==> config.mk <==
export PLATFORM = sky130hd
export DESIGN_NAME = pcie_rx_reader
export DESIGN_NICKNAME = d
export VERILOG_FILES = /design/src/rtl/pcie_rx_reader_pkg.sv /design/src/rtl/pcie_rr_arb2.sv /design/src/rtl/pcie_rx_reader.sv
export SDC_FILE = /design/constraint.sdc
export NUM_CORES = 1
export LEC_CHECK = 0
export CAP_MARGIN = 20
export CELL_PAD_IN_SITES_DETAIL_PLACEMENT = 1
export CELL_PAD_IN_SITES_GLOBAL_PLACEMENT = 2
export CORE_ASPECT_RATIO = 1.25
export CORE_MARGIN = 2
export CORE_UTILIZATION = 24
export DETAILED_ROUTE_END_ITERATION = 8
export GPL_ROUTABILITY_DRIVEN = 0
export PLACE_DENSITY = 0.83
export SKIP_LAST_GASP = 1
export SYNTH_ARGS = -nofsm -noshare
export SYNTH_HDL_FRONTEND = slang
export SYNTH_SLANG_ARGS = --single-unit
==> constraint.sdc <==
create_clock -name clk -period 2.25 [get_ports clk]
set_input_delay 0.45 -clock clk [delete_from_list [all_inputs] [get_ports clk]]
set_output_delay 0.45 -clock clk [all_outputs]
set_load 0.005 [all_outputs]
==> src/rtl/pcie_rx_reader_pkg.sv <==
// rtl/pcie_rx_reader_pkg.sv - shared constants and FSM encoding for the transaction-layer egress reader
package pcie_rx_reader_pkg;

  // Word layout shared with the transaction layer's router.
  localparam int DEFAULT_DATA_W   = 6;
  localparam int DEFAULT_DEST_BIT = 4;
  localparam int DEFAULT_CNT_W    = 5;

  typedef logic [1:0] rx_state_t;

  localparam logic [1:0] ST_IDLE = 2'd0;
  localparam logic [1:0] ST_RUN  = 2'd1;
  localparam logic [1:0] ST_DONE = 2'd2;

endpackage

==> src/rtl/pcie_rr_arb2.sv <==
// rtl/pcie_rr_arb2.sv - two-way round-robin arbiter, one grant per cycle
module pcie_rr_arb2 (
  input  logic       en,
  input  logic [1:0] req,
  input  logic       last_src,
  output logic [1:0] grant
);

  always_comb begin
    grant = 2'b00;
    if (en) begin
      // On contention the requester that did not win last time goes first.
      if (req[0] && req[1]) begin
        grant = last_src ? 2'b01 : 2'b10;
      end else begin
        grant = req;
      end
    end
  end

endmodule

==> src/rtl/pcie_rx_reader.sv <==
// rtl/pcie_rx_reader.sv - drains D0/D1 output FIFOs round-robin into one checked, counted stream
module pcie_rx_reader
  import pcie_rx_reader_pkg::*;
#(
  parameter int DATA_W   = DEFAULT_DATA_W,
  parameter int DEST_BIT = DEFAULT_DEST_BIT,
  parameter int CNT_W    = DEFAULT_CNT_W
) (
  input  logic              clk,
  input  logic              reset,
  input  logic              init,
  input  logic              hold,
  input  logic              active_in,
  input  logic              idle_in,
  input  logic              empty0,
  input  logic              empty1,
  input  logic [DATA_W-1:0] data_in0,
  input  logic [DATA_W-1:0] data_in1,
  output logic              pop0,
  output logic              pop1,
  output logic [DATA_W-1:0] data_out,
  output logic              valid_out,
  output logic              src_out,
  output logic [CNT_W-1:0]  cnt0,
  output logic [CNT_W-1:0]  cnt1,
  output logic              err_out,
  output logic              done_out
);

  localparam logic [CNT_W-1:0] CNT_MAX = '1;

  rx_state_t         state_q, state_d;
  logic              last_src_q, last_src_d;
  logic              inflight_q, inflight_d;
  logic              src_q, src_d;
  logic [DATA_W-1:0] data_q, data_d;
  logic [CNT_W-1:0]  cnt0_q, cnt0_d;
  logic [CNT_W-1:0]  cnt1_q, cnt1_d;
  logic              err_q, err_d;
  logic              done_q, done_d;

  logic              pop_en;
  logic [1:0]        grant;
  logic [DATA_W-1:0] cap_data;
  logic              cap_mismatch;

  assign pop_en = (state_q == ST_RUN) && init && !hold;

  pcie_rr_arb2 u_arb (
    .en       (pop_en),
    .req      ({~empty1, ~empty0}),
    .last_src (last_src_q),
    .grant    (grant)
  );

  assign pop0 = grant[0];
  assign pop1 = grant[1];

  // FIFO read data arrives the cycle after the pop; src_q already names its FIFO.
  assign cap_data     = src_q ? data_in1 : data_in0;
  assign cap_mismatch = (cap_data[DEST_BIT] != src_q);

  always_comb begin
    state_d = state_q;
    case (state_q)
      ST_IDLE: begin
        if (init) state_d = ST_RUN;
      end
      ST_RUN: begin
        if (!init) begin
          state_d = ST_IDLE;
        end else if (idle_in && empty0 && empty1 && !inflight_q) begin
          state_d = ST_DONE;
        end
      end
      ST_DONE: begin
        if (!init) begin
          state_d = ST_IDLE;
        end else if (active_in || !empty0 || !empty1) begin
          state_d = ST_RUN;
        end
      end
      default: state_d = ST_IDLE;
    endcase
  end

  always_comb begin
    last_src_d = last_src_q;
    src_d      = src_q;
    if (pop1) begin
      last_src_d = 1'b1;
      src_d      = 1'b1;
    end else if (pop0) begin
      last_src_d = 1'b0;
      src_d      = 1'b0;
    end
    inflight_d = pop0 | pop1;
    done_d     = (state_d == ST_DONE);
  end

  always_comb begin
    data_d = data_q;
    cnt0_d = cnt0_q;
    cnt1_d = cnt1_q;
    err_d  = err_q;
    if (inflight_q) begin
      data_d = cap_data;
      // Misrouted words are still delivered and counted; only the flag records them.
      if (cap_mismatch) err_d = 1'b1;
      if (!src_q && (cnt0_q != CNT_MAX)) cnt0_d = cnt0_q + CNT_W'(1);
      if (src_q && (cnt1_q != CNT_MAX))  cnt1_d = cnt1_q + CNT_W'(1);
    end
  end

  always_ff @(posedge clk) begin
    if (reset) begin
      state_q    <= ST_IDLE;
      last_src_q <= 1'b1;
      inflight_q <= 1'b0;
      src_q      <= 1'b0;
      data_q     <= '0;
      cnt0_q     <= '0;
      cnt1_q     <= '0;
      err_q      <= 1'b0;
      done_q     <= 1'b0;
    end else begin
      state_q    <= state_d;
      last_src_q <= last_src_d;
      inflight_q <= inflight_d;
      src_q      <= src_d;
      data_q     <= data_d;
      cnt0_q     <= cnt0_d;
      cnt1_q     <= cnt1_d;
      err_q      <= err_d;
      done_q     <= done_d;
    end
  end

  // During a capture cycle the word is presented straight from the FIFO read register.
  assign data_out  = inflight_q ? cap_data : data_q;
  assign valid_out = inflight_q;
  assign src_out   = src_q;
  assign cnt0      = cnt0_q;
  assign cnt1      = cnt1_q;
  assign err_out   = err_q;
  assign done_out  = done_q;

endmodule

### Word-level counts from Yosys, hierarchy flattened

Index checks and enable logic that the tools add are counted.

| cells by class | value |
|---|---|
| $add $sub $neg | 2 |
| multipliers | 0 |
| divide/modulo/power cells | 0 |
| $lt $le $gt $ge | 0 |
| eq/ne operators | 6 |
| shift-type cells | 0 |
| mux-type cells | 13 |
| bitwise gates (word level) | 3 |
| reductions and logical operators | 21 |

Operator list:

| kind | number |
|---|---|
| $mux W2 | 8 |
| $mux W6 | 2 |
| $add A5 B1 Y5 const B | 2 |
| $ne A5 B5 Y1 const B | 2 |
| $logic_and A1 B1 Y1 | 8 |
| $pmux W2 S3 | 1 |
| $reduce_and A2 Y1 | 3 |
| $logic_not A1 Y1 | 5 |
| $eq A2 B2 Y1 const B | 2 |
| $eq A2 B1 Y1 const B | 1 |
| $logic_not A2 Y1 | 1 |
| $logic_or A1 B1 Y1 | 2 |
| $mux W1 | 2 |
| $not A1 Y1 | 2 |
| $reduce_bool A2 Y1 | 1 |
| $reduce_or A2 Y1 | 1 |
| $ne A1 B1 Y1 | 1 |
| $or A1 B1 Y1 | 1 |

| storage, ports and cells | value |
|---|---|
| register bits | 23 |
| bits in latches | 0 |
| bits in writable memories | 0 |
| bits in read-only memories | 0 |
| bits of input ports | 20 |
| output and inout bits | 22 |
| logic and storage cells | 54 |
| memories kept | 0 |

### Longest topological paths before layout

Gate-level depths: netlist of the first run.

| depth | value |
|---|---|
| depth after elaboration | 7 |
| mapped depth | 6 |
| depth with buffers taken out | 6 |

### Cells and area by module

A second synthesis of the first run with hierarchy kept.

| second synthesis, totals | value |
|---|---|
| cells, all modules | 114 |
| area, all modules | 1069.8 um2 |

By module, submodules not included:

| module | times used | cells each | area an instance (um2) | seq. area each (um2) |
|---|---|---|---|---|
| pcie_rx_reader | 1 | 109 | 1048.5 | 460.4 |
| pcie_rr_arb2 | 1 | 5 | 21.3 | 0.0 |

### Least setup slack after synthesis of the first run

Ideal clock, no wire load.

| timing | value |
|---|---|
| path kind | register to register |
| start | register cnt0_q[0] (netlist: cnt0[0]) |
| end | register cnt0_q[3] (netlist: cnt0[3]) |
| library setup time | 0.123 ns |
| arrival time | 1.600 ns |
| data required time | 2.127 ns |
| path slack | 0.526 ns |
| stages on the path, launching flop included | 7 |
| path buffers | 0 |
| period minus slack after synthesis | 1.724 ns |
| cells stage by stage | dfxtp_1 -> ha_1 -> and3_1 -> ha_1 -> nor3b_4 -> nand4_1 -> mux2_1 |

| between the ends | value |
|---|---|
| word-level cells in the longest chain between the ends | 3 |
| elaborated cells on any way between the ends | 4 |
| those cells by class | 1 x add/sub; 1 x eq/ne; 2 x reduce/logical |

RTL lines:

| what | line | source |
|---|---|---|
| start: declaration | pcie_rx_reader.sv:37 | `logic [CNT_W-1:0] cnt0_q, cnt0_d;` |
| start signal: assignment | pcie_rx_reader.sv:132 | `cnt0_q <= cnt0_d;` |
| parallel branches: the longest is 3 deep, another holds $add A5 B1 Y5 | n/a |  |

Parallel ways; which one is timed is not known.
A chain may end at the register's enable or synchronous reset.

### Worst setup path after layout of the first run

| timing | value |
|---|---|
| start | input port data_in0[5] |
| end | output port data_out[5] |

| between the ends | value |
|---|---|
| word-level cells in the longest chain between the ends | 2 |

RTL lines:

| what | line | source |
|---|---|---|
| start: declaration | pcie_rx_reader.sv:17 | `input logic [DATA_W-1:0] data_in0,` |
| $mux W6 | pcie_rx_reader.sv:60 | `assign cap_data = src_q ? data_in1 : data_in0;` |
| $mux W6 | n/a |  |
| end: declaration | pcie_rx_reader.sv:21 | `output logic [DATA_W-1:0] data_out,` |

No other way between the ends.

==> results_dict.tcl, run 1 <==
set metrics [dict create \
    outcome "finished clean" \
    drtAntennaViolNets 0 \
    clkTransAtPathRegs_ns 0.08 \
    synth_nets 134 \
    clock_sinks 23 \
    dp_hpwl_um 2210 \
    core_area_um2 4320 \
    grt_max_degree 14 \
    worstPathArrival_ns 1.70 \
    cts_tree "yes" \
    drt_iter0_drc 31 \
    post_drt_wl_per_cell_um 13.1 \
    cpMostUsedCell "clkdlybuf4s50_1" \
    vias 980 \
    switching_share_pct 22.7 \
    avgSynthCellArea_um2 9.63 \
    cpPeakStageDelay_ns 0.53 \
    grt_pass1_vias 985 \
    hold_path.class "flop to flop" \
    fmax_mhz 464 \
    setup_viol 0 \
    power.density_nw_per_um2 454 \
    firstDrtPassIters 4 \
    period_needed_ns 2.15 \
    cp.depth 4 \
    die_h_um 78.3 \
    fin_util_pct 38.8 \
    grt-ovfl-total 0 \
    combPwrFrac_pct 11.4 \
    min_period_over_period_pct 95.8 \
    path_class "input pin to output port" \
    relSlewSlack_pct 76.8 \
    fp.dieW_um 63.4 \
    rows 27 \
    htreeDepth 1 \
    antenna_found_initial 0 \
    drc 0 \
    startpoint_type "input pin" \
    hold_ws_ns 0.499 \
    cts.path.max_buffers 2 \
    drv_slew 0 \
    netlist_instances 110 \
    end_kind "output port" \
    portBuffers 41 \
    max-vdd-ir-drop_uv 184 \
    synth_area_um2 1060 \
    final_nets 185 \
    p_int_w 0.000589 \
    wl_um 2850 \
    dieArea_um2 4970 \
    tightest_slew_ns 0.343 \
    clock_latency_ns 0.26 \
    cp_slowest_cell "clkdlybuf4s50_1" \
    finalClockSkew_ns 0.00313 \
    layout-drive-gt1-share_pct 13.8 \
    pwr-share-seq_pct 54.4 \
    hold_depth 2 \
    clkPwrFrac_pct 34.2 \
    yosysSeqAreaShare_pct 43.4 \
    start_util_pct 24.5 \
    path_buf_inv 2 \
    area_growth_pct 58.3 \
    cts-buffers-inserted 3 \
    pin_count 42 \
    r2r_cells 6 \
    cts_setup_buffers 0 \
    vias_per_cell 4.50 \
    critPathMaxFanout 2 \
    grt_usage_pct 12.1 \
    synth_cell_type_count 35 \
    n_antenna_cell 0 \
    root_buffer "clkbuf_8" \
    hold_viol_final 0 \
    cp_top_family "buffers and inverters" \
    grt_pass1_wl_um 4770 \
    crit_chain "clkdlybuf4s50_1 -> mux2i_1 -> a21oi_1 -> clkdlybuf4s50_1" \
    power_leakage_nw 0.688 \
    synth_warnings 0 \
    rsz0062_at_grt "no" \
    drv_cap 0 \
    p_switching_w 0.000173 \
    ys_seq_elements 23 \
    worstPathRequired_ns 1.80 \
]
==> power by group through the flow <==
| stage | sequential [W] | combinational [W] | clock, W |
|---|---|---|---|
| floorplan | 0.000423 | 0.0000234 | 0 |
| global placement | 0.000424 | 0.0000818 | 0 |
| detailed placement | 0.000424 | 0.0000837 | 0 |
| CTS | 0.000414 | 0.0000872 | 0.000275 |
| global route | 0.000415 | 0.0000952 | 0.000290 |
| finish | 0.000414 | 0.0000870 | 0.000260 |
==> cell usage after synthesis <==
library cell	instances	share of area [%]
mux2i_1	9	8.5
and3_1	4	2.4
a22oi_1	1	0.71
and2_1	6	3.5
buf_4	1	0.71
o22ai_1	1	0.59
nor2b_1	2	1.2
nor2_1	17	6.0
nand3_1	1	0.47
mux2_1	1	1.1
a31oi_1	1	0.59
inv_1	3	1.1
and4bb_2	1	1.2
nor3_1	2	0.94
nand4bb_1	1	1.1
nand4b_1	3	2.5
nand2_1	1	0.35
o311ai_0	1	0.83
dfxtp_1	23	43
a211oi_1	1	0.71
or3_1	1	0.59
nand3b_2	1	1.1
o21ai_0	2	0.94
buf_6	1	1.1
buf_2	1	0.47
nor3b_4	1	1.8
ha_1	4	4.7
o21a_1	3	2.1
xor2_1	2	1.7
nand4_1	1	0.59
clkbuf_1	1	0.35
xnor2_1	2	1.7
nand2b_1	2	1.2
nor3b_1	1	0.71
a21oi_1	7	3.3
==> repair_timing <==
item | 4_1_cts | 5_1_grt
hold endpoints to repair | 0 | 0
endpoints found under the setup margin | 4 | 3
gates resized for setup | 8 | 4
hold buffers | 0 | 0
pin swaps | 2 | 0
==> layout make-up <==
| cell class | instances | area [µm²] |
|---|---|---|
| Inverter | 3 | 11.3 |
| Fill cell | 515 | 2650 |
| Clock inverter | 1 | 5.00 |
| Tap cell | 58 | 72.6 |
| Clock buffer | 3 | 41.3 |
| Timing Repair Buffer | 50 | 480 |
| Multi-Input combinational cell | 80 | 603 |
| Sequential cell | 23 | 464 |
==> cell families (layout without fill, tap and decap cells) <==
| logic type | after synthesis | in the layout | synth area share [%] |
|---|---|---|---|
| buffers and inverters | 7 | 57 | 3.66 |
| flip-flops | 23 | 23 | 43.4 |
| XOR/XNOR | 4 | 4 | 3.31 |
| AO/OA/AOI/OAI | 17 | 17 | 9.80 |
| multiplexers | 10 | 10 | 9.56 |
| AND/OR/NAND/NOR | 45 | 45 | 25.5 |
| adder cells (fa/ha/maj) | 4 | 4 | 4.72 |
==> tightest hold or removal path, cell delays in order (launching register included) <==
cell,delay (ns)
dfxtp_1,0.34
a21oi_1,0.05
nor2_1,0.08
==> stage by stage <==
| stage | power [W] | setup slack, ns | instances | area (µm²) | setup TNS [ns] |
|---|---|---|---|---|---|
| 6_report | 0.000762 | 0.0952 | 218 | 1680 | 0 |
| 3_5_place_dp | 0.000508 | -0.154 | 214 | 1580 | -0.235 |
| 2_1_floorplan | 0.000447 | 0.526 | 110 | 1060 | 0 |
| 5_1_grt | 0.000800 | 0.0167 | 218 | 1680 | 0 |
| 3_3_place_gp | 0.000506 | -0.112 | 214 | 1580 | -0.183 |
| 4_1_cts | 0.000776 | 0.00779 | 218 | 1660 | 0 |
==> final timing paths <==
kind / from / to / slack (ns)
min: err_out / err_out / 0.50
max reg2reg: cnt0[0] / cnt0[3] / 0.42
min reg2reg: err_out / err_out / 0.50
max: data_in0[5] / data_out[5] / 0.1
==> registers in the layout, indices dropped and copies added (netlist names) <==
name / cells
done_out: 1
valid_out: 1
cnt0: 5
err_out: 1
src_out: 1
data_q: 6
last_src_q: 1
cnt1: 5
state_q: 2
==> metal layers <==
layer	part of all wire, %	wire [µm]	track usage [%]	vias to the layer above
met2	52	1490	21.4	25
met3	4.9	139	2.87	2
li1	-	-	-	485
met1	42	1190	14.0	468
met4	0.88	25	4.57	0
met5	0	0	0	-
==> layout by cell type, fill, tap and decap left out, types with 2 or more instances in the layout <==
cell type,instances
and3_1,4
dlymetal6s2s_1,2
clkbuf_8,3
nand2b_1,2
nand4b_1,3
dfxtp_1,22
buf_4,9
xor2_1,2
inv_1,3
o21a_1,3
mux2i_1,9
ha_1,4
a21oi_1,6
nor2b_1,2
and2_1,6
dlygate4sd2_1,2
clkdlybuf4s50_1,37
xnor2_1,2
nor2_1,17
o21ai_0,2
(Power assumes the default switching activity.)
==> run 2: changes to the inputs <==
- MAX_ROUTING_LAYER: unset -> met4
- RECOVER_POWER: unset -> 25
- REMOVE_ABC_BUFFERS: unset -> 1
==> results_dict.tcl, run 2 (synthesis gave the netlist of run 1 again) <==
set metrics [dict create \
    outcome "finished clean" \
    drv_cap 0 \
    max-vdd-ir-drop_uv 245 \
    hold_path.class "flop to flop" \
    largest-register "data_q" \
    grt_max_degree 16 \
    power.density_nw_per_um2 464 \
    startpoint_type "input pin" \
    grt-ovfl-total 0 \
    dieArea_um2 4970 \
    dp_hpwl_um 2200 \
    drt_iter0_drc 5 \
    worstPathArrival_ns 1.69 \
    post_drt_wl_per_cell_um 12.5 \
    setup_ws_ns 0.107 \
    r2r-end "cnt0[3]" \
    n_antenna_cell 0 \
    final_common_cell "clkdlybuf4s50_1" \
    rsz0062_at_grt "no" \
    r2r_cells 6 \
    setup_viol 0 \
    end_kind "output port" \
    cpMostUsedCell "clkdlybuf4s50_1" \
    power_leakage_nw 0.664 \
    clkPwrFrac_pct 35.1 \
    clkTransAtPathRegs_ns 0.09 \
    critPathMaxFanout 2 \
    firstDrtPassIters 2 \
    cts.path.max_buffers 2 \
    root_buffer "clkbuf_8" \
    largest_reg_flops 6 \
    min_to "err_out" \
    wl_um 2700 \
    drc 0 \
    core_area_um2 4320 \
    worstHoldStart "err_out" \
    cp_slowest_cell "clkdlybuf4s50_1" \
    rows 27 \
    p_int_w 0.000587 \
    p_switching_w 0.000174 \
    worstPathRequired_ns 1.80 \
    final_nets 184 \
    r2r_slack_ns 0.39 \
    die_h_um 78.3 \
    fin_util_pct 37.9 \
    finalClockSkew_ns 0.00588 \
    fin_setup_tns_ns 0 \
    pin_count 42 \
    vias_per_cell 4.51 \
    fp.dieW_um 63.4 \
    hold_viol_final 0 \
    fmax_mhz 467 \
    hold_depth 2 \
    period_needed_ns 2.14 \
    cts-buffers-inserted 3 \
    min_period_over_period_pct 95.3 \
    grt_usage_pct 11.7 \
    drv_slew 0 \
    power.total_w 0.000761 \
    relSlewSlack_pct 74.9 \
    start_util_pct 24.5 \
    htreeDepth 1 \
    cts_tree "yes" \
    vias 979 \
    pre_cts_ws_ns -0.115 \
    final_cell_mix "clkdlybuf4s50_1 (37), dfxtp_1 (21), nor2_1 (17), mux2i_1 (9)" \
    area_growth_pct 54.8 \
    pwr-share-seq_pct 54.5 \
    combPwrFrac_pct 10.4 \
    hold_buffers 0 \
    dp.cells 213 \
    path_class "input pin to output port" \
    grt_pass1_wl_um 4660 \
    drtAntennaViolNets 0 \
    timing.rr.start "cnt0[0]" \
    crit_chain "clkdlybuf4s50_1 -> mux2i_1 -> a21oi_1 -> clkdlybuf4s50_1" \
    tightest_slew_ns 0.375 \
    instances_no_fill 217 \
    clock_sinks 23 \
    fill_cells 534 \
    portBuffers 41 \
    clock_latency_ns 0.27 \
    grt_pass1_vias 1069 \
    switching_share_pct 22.9 \
    layout-drive-gt1-share_pct 11.3 \
    antenna_found_initial 0 \
    cpPeakStageDelay_ns 0.54 \
]
## run 2: cell count changes in the layout (fill, tap and decap cells not counted), sizes merged
cell	change
buf	-2
clkbuf	+1
clkinv	-1
clkinvlp	+1
dlygate4sd2	-1
dlygate4sd3	+1
## run 2: cell type report
type | instances | area, µm² | share of cell area, %
repair buffers | 49 | 470 | 28.7
clock inverters | 1 | 7.51 | 0.458
clock buffers | 3 | 41.3 | 2.52
multi-input cells | 80 | 572 | 34.9
inverters | 3 | 11.3 | 0.687
flip-flops and latches | 23 | 465 | 28.4
well taps | 58 | 72.6 | 4.42
## run 2: power groups by stage
stage | combinational [W] | sequential (W) | clock, W
floorplan | 0.0000189 | 0.000425 | 0
global placement | 0.0000781 | 0.000425 | 0
detailed placement | 0.0000808 | 0.000425 | 0
CTS | 0.0000813 | 0.000416 | 0.000277
global route | 0.0000862 | 0.000416 | 0.000296
finish | 0.0000791 | 0.000415 | 0.000267
## run 2: critical path, delay by kind of cell
| kind | cells | cell delay (ns) |
|---|---|---|
| buffers and inverters | 2 | 1.00 |
| AO/OA/AOI/OAI | 1 | 0.18 |
| multiplexers | 1 | 0.06 |
## run 2: metal layers
metal | vias up | part of all wire (%) | wire length [µm] | track usage (%)
met2 | 32 | 53 | 1430 | 21.1
met5 | - | 0 | 0 | -
met1 | 463 | 40 | 1080 | 12.9
met3 | 3 | 6.1 | 166 | 2.58
met4 | 0 | 1.1 | 30 | 3.26
li1 | 481 | - | - | -
## run 2: what timing repair did
action                                  4_1_cts  5_1_grt
gates resized for setup                       3        5
buffers inserted                              0        0
pin swaps                                     1        1
endpoints found under the setup margin        3        6
## run 2: stage by stage
step / hold slack, ns / instance area [µm²]
after floorplan: 0.460 / 1030
after global placement: 0.453 / 1580
after detailed placement: 0.491 / 1580
after CTS: 0.517 / 1630
after global routing: 0.576 / 1640
final: 0.509 / 1640
## run 2: how the worst max path moves through the flow
stage | startpoint | to | slack (ns) | cells after the start
after floorplan | cnt0[0] | cnt0[3] | 0.53 | 6
after global placement | init | pop1 | -0.09 | 4
after detailed placement | init | pop1 | -0.12 | 4
after CTS | init | pop1 | -0.07 | 4
after global routing | data_in0[2] | data_out[2] | 0.02 | 4
final | data_in0[1] | data_out[1] | 0.11 | 4
==> RTL edit, RTL diff (settings of run 1) <==
The package constant `DEFAULT_CNT_W` goes from 5 to 10.
--- a/src/rtl/pcie_rx_reader_pkg.sv
+++ b/src/rtl/pcie_rx_reader_pkg.sv
@@ -5,5 +5,5 @@
   localparam int DEFAULT_DATA_W   = 6;
   localparam int DEFAULT_DEST_BIT = 4;
-  localparam int DEFAULT_CNT_W    = 5;
+  localparam int DEFAULT_CNT_W    = 10;
 
   typedef logic [1:0] rx_state_t;
Ports: changed (resized cnt0 and cnt1); port bits go from 42 to 52. No check against the original RTL was run, so the function may have changed too.
==> RTL edit against run 1 <==
Maximum frequency is 1.8% lower; count of clock-buffer cells in the layout is 5 higher; setup slack got worse by 0.040 ns; routed wire length grew 52%; sequential cell count grew 10; combinational power decreased by 2.6%; total power increased by 46%; first-iteration DRC count grew 97%; cell count increased by 45%; clock power up 66%; cell area increased by 37%; synthesized area is 48% higher; critical path depth stayed put; highest routed layer unchanged; largest power group unchanged.
==> RTL edit: results (changes against run 1) <==
** Run status
- The flow ran to the end, and the final reports show no timing, DRC or antenna violations.

** Synth
- Synthesized net count :: 197 (+47%)
- The area share of fa/ha/maj cells after synthesis came to 1.59% (-3.1 points).
- The distinct cell type count after synthesis was 43 (+23%).
- The average size of a mapped cell is 8.97 µm² (-6.9%).
- The proportion of synthesized area in mux cells is 5.10% (-4.5 points).
- The sequential fraction of the synthesis area was 42.1% (-1.3 points).
- Share of the synthesized area in compound gates (AO/OA/AOI/OAI) :: 16.7% (+6.9 points)

** Clocking
- Clock latency of the later-clocked register in the worst-skew pair :: 0.29 ns (+0.03 ns)
- Count of cells resized by post-cts repair :: 9 (+1)
- The TritonCTS buffer count was 5 (+2).
- The CTS H-tree depth was 2 (+1).
- The clock-pin slew on the worst setup and hold paths is 0.06 ns (-0.02 ns).
- Sinks on the clock net :: 33 (+43%)

** Cells and area
- Final-layout non-clock buffer area share :: 24.1% (-4.5 points)
- Fraction of area in multi-input gates :: 38.1% (+2.2 points)
- Non-clock buffer count in the final layout :: 56 (+12%)
- The fraction of area in registers came to 28.9% (+1.3 points).
- Filler cell count :: 745 (+45%)
- The fraction of area in clock buffers and inverters came to 3.50% (+0.74 points).
- The clock buffer instance count of the final layout was 8 (+5).
- Share of cells above drive strength 1 :: 9.05% (-4.7 points)
- Multi-input comb cells :: 131 (+64%)

** Pwr
- The largest voltage drop on the vdd net was 0.212 mV (+15%).
- The internal power consumption came to 860 µW (+46%).
- The leakage power of the design is 0.758 nW (+10%).
- The power consumed by combinational cells came to 84.7 µW (-2.6%).

** Routing
- The average wire per cell in the routed design was 13.7 µm (+4.6%).
- Initial detailed-routing violation count :: 61 (+97%)
- The via count normalized by instance count was 4.84 (+7.7%).
- Routed wire length on met3 :: 174 µm (+25%)

** GRT
- The global routing usage on met2 is 22.6% (+1.3 points).
- Number of global-route vias before repair :: 1513 (+54%)
- The global-route track usage on met1 was 14.4% (+0.40 points).
- The global-route usage over all layers is 12.7% (+0.57 points).
- Maximum number of pins on one net before global-route repair :: 17 (+3)

** STA
- The final-layout worst hold slack is 0.462 ns (-0.0372 ns).
- Worst slew pin tran :: 0.511 ns (+0.168 ns)
- Clock skew :: 0.00611 ns (+0.00298 ns)

** Setup path
- The maximum fanout encountered on the critical timing path was 3 (+1).
- On the critical path, the stage with the largest delay is an instance of sky130_fd_sc_hd__or4b_4.
- Among cell families on the critical path, the largest total delay comes from simple AND/OR/NAND/NOR gates.
- The arrival time at the worst endpoint was 1.75 ns (+0.05 ns).
- Source of the worst register-to-register timing path :: src_out$_SDFFE_PP0P_

** Min path
- The startpoint identified for the worst hold timing path is init.
- The path with the worst hold slack has its endpoint at state_q[0]$_SDFF_PP0_.

** Placement
- The number of port buffers was 51 (+24%).
-- RTL edit: metrics by stage --
stage | cell area (µm²) | setup slack [ns] | util (%)
4_1_cts | 2280 | -0.0319 | 36.6
6_report | 2290 | 0.0548 | 36.7
3_5_place_dp | 2190 | -0.422 | 35.1
5_1_grt | 2290 | 0.00615 | 36.7
2_1_floorplan | 1570 | 0.534 | -
3_3_place_gp | 2190 | -0.417 | 35.1
-- RTL edit: kinds of logic (layout without fill, tap and decap cells) --
logic type      Yosys count  after routing
compound gates           39             39
xor+xnor                  9              9
fa+ha+maj                 2              2
buf+inv                  11             68
flops                    33             33
mux                       8              8
simple gates             73             73
-- RTL edit: how the worst max path moves through the flow --
stage | slack [ns] | endpoint | depth (start not counted) | start
after global routing | 0.006 | data_out[1] | 4 | data_in0[1]
after global placement | -0.42 | pop0 | 4 | init
after floorplan | 0.53 | pop0 | 3 | hold
final | 0.05 | pop1 | 4 | hold
after detailed placement | -0.42 | pop1 | 4 | init
after CTS | -0.03 | pop1 | 4 | init
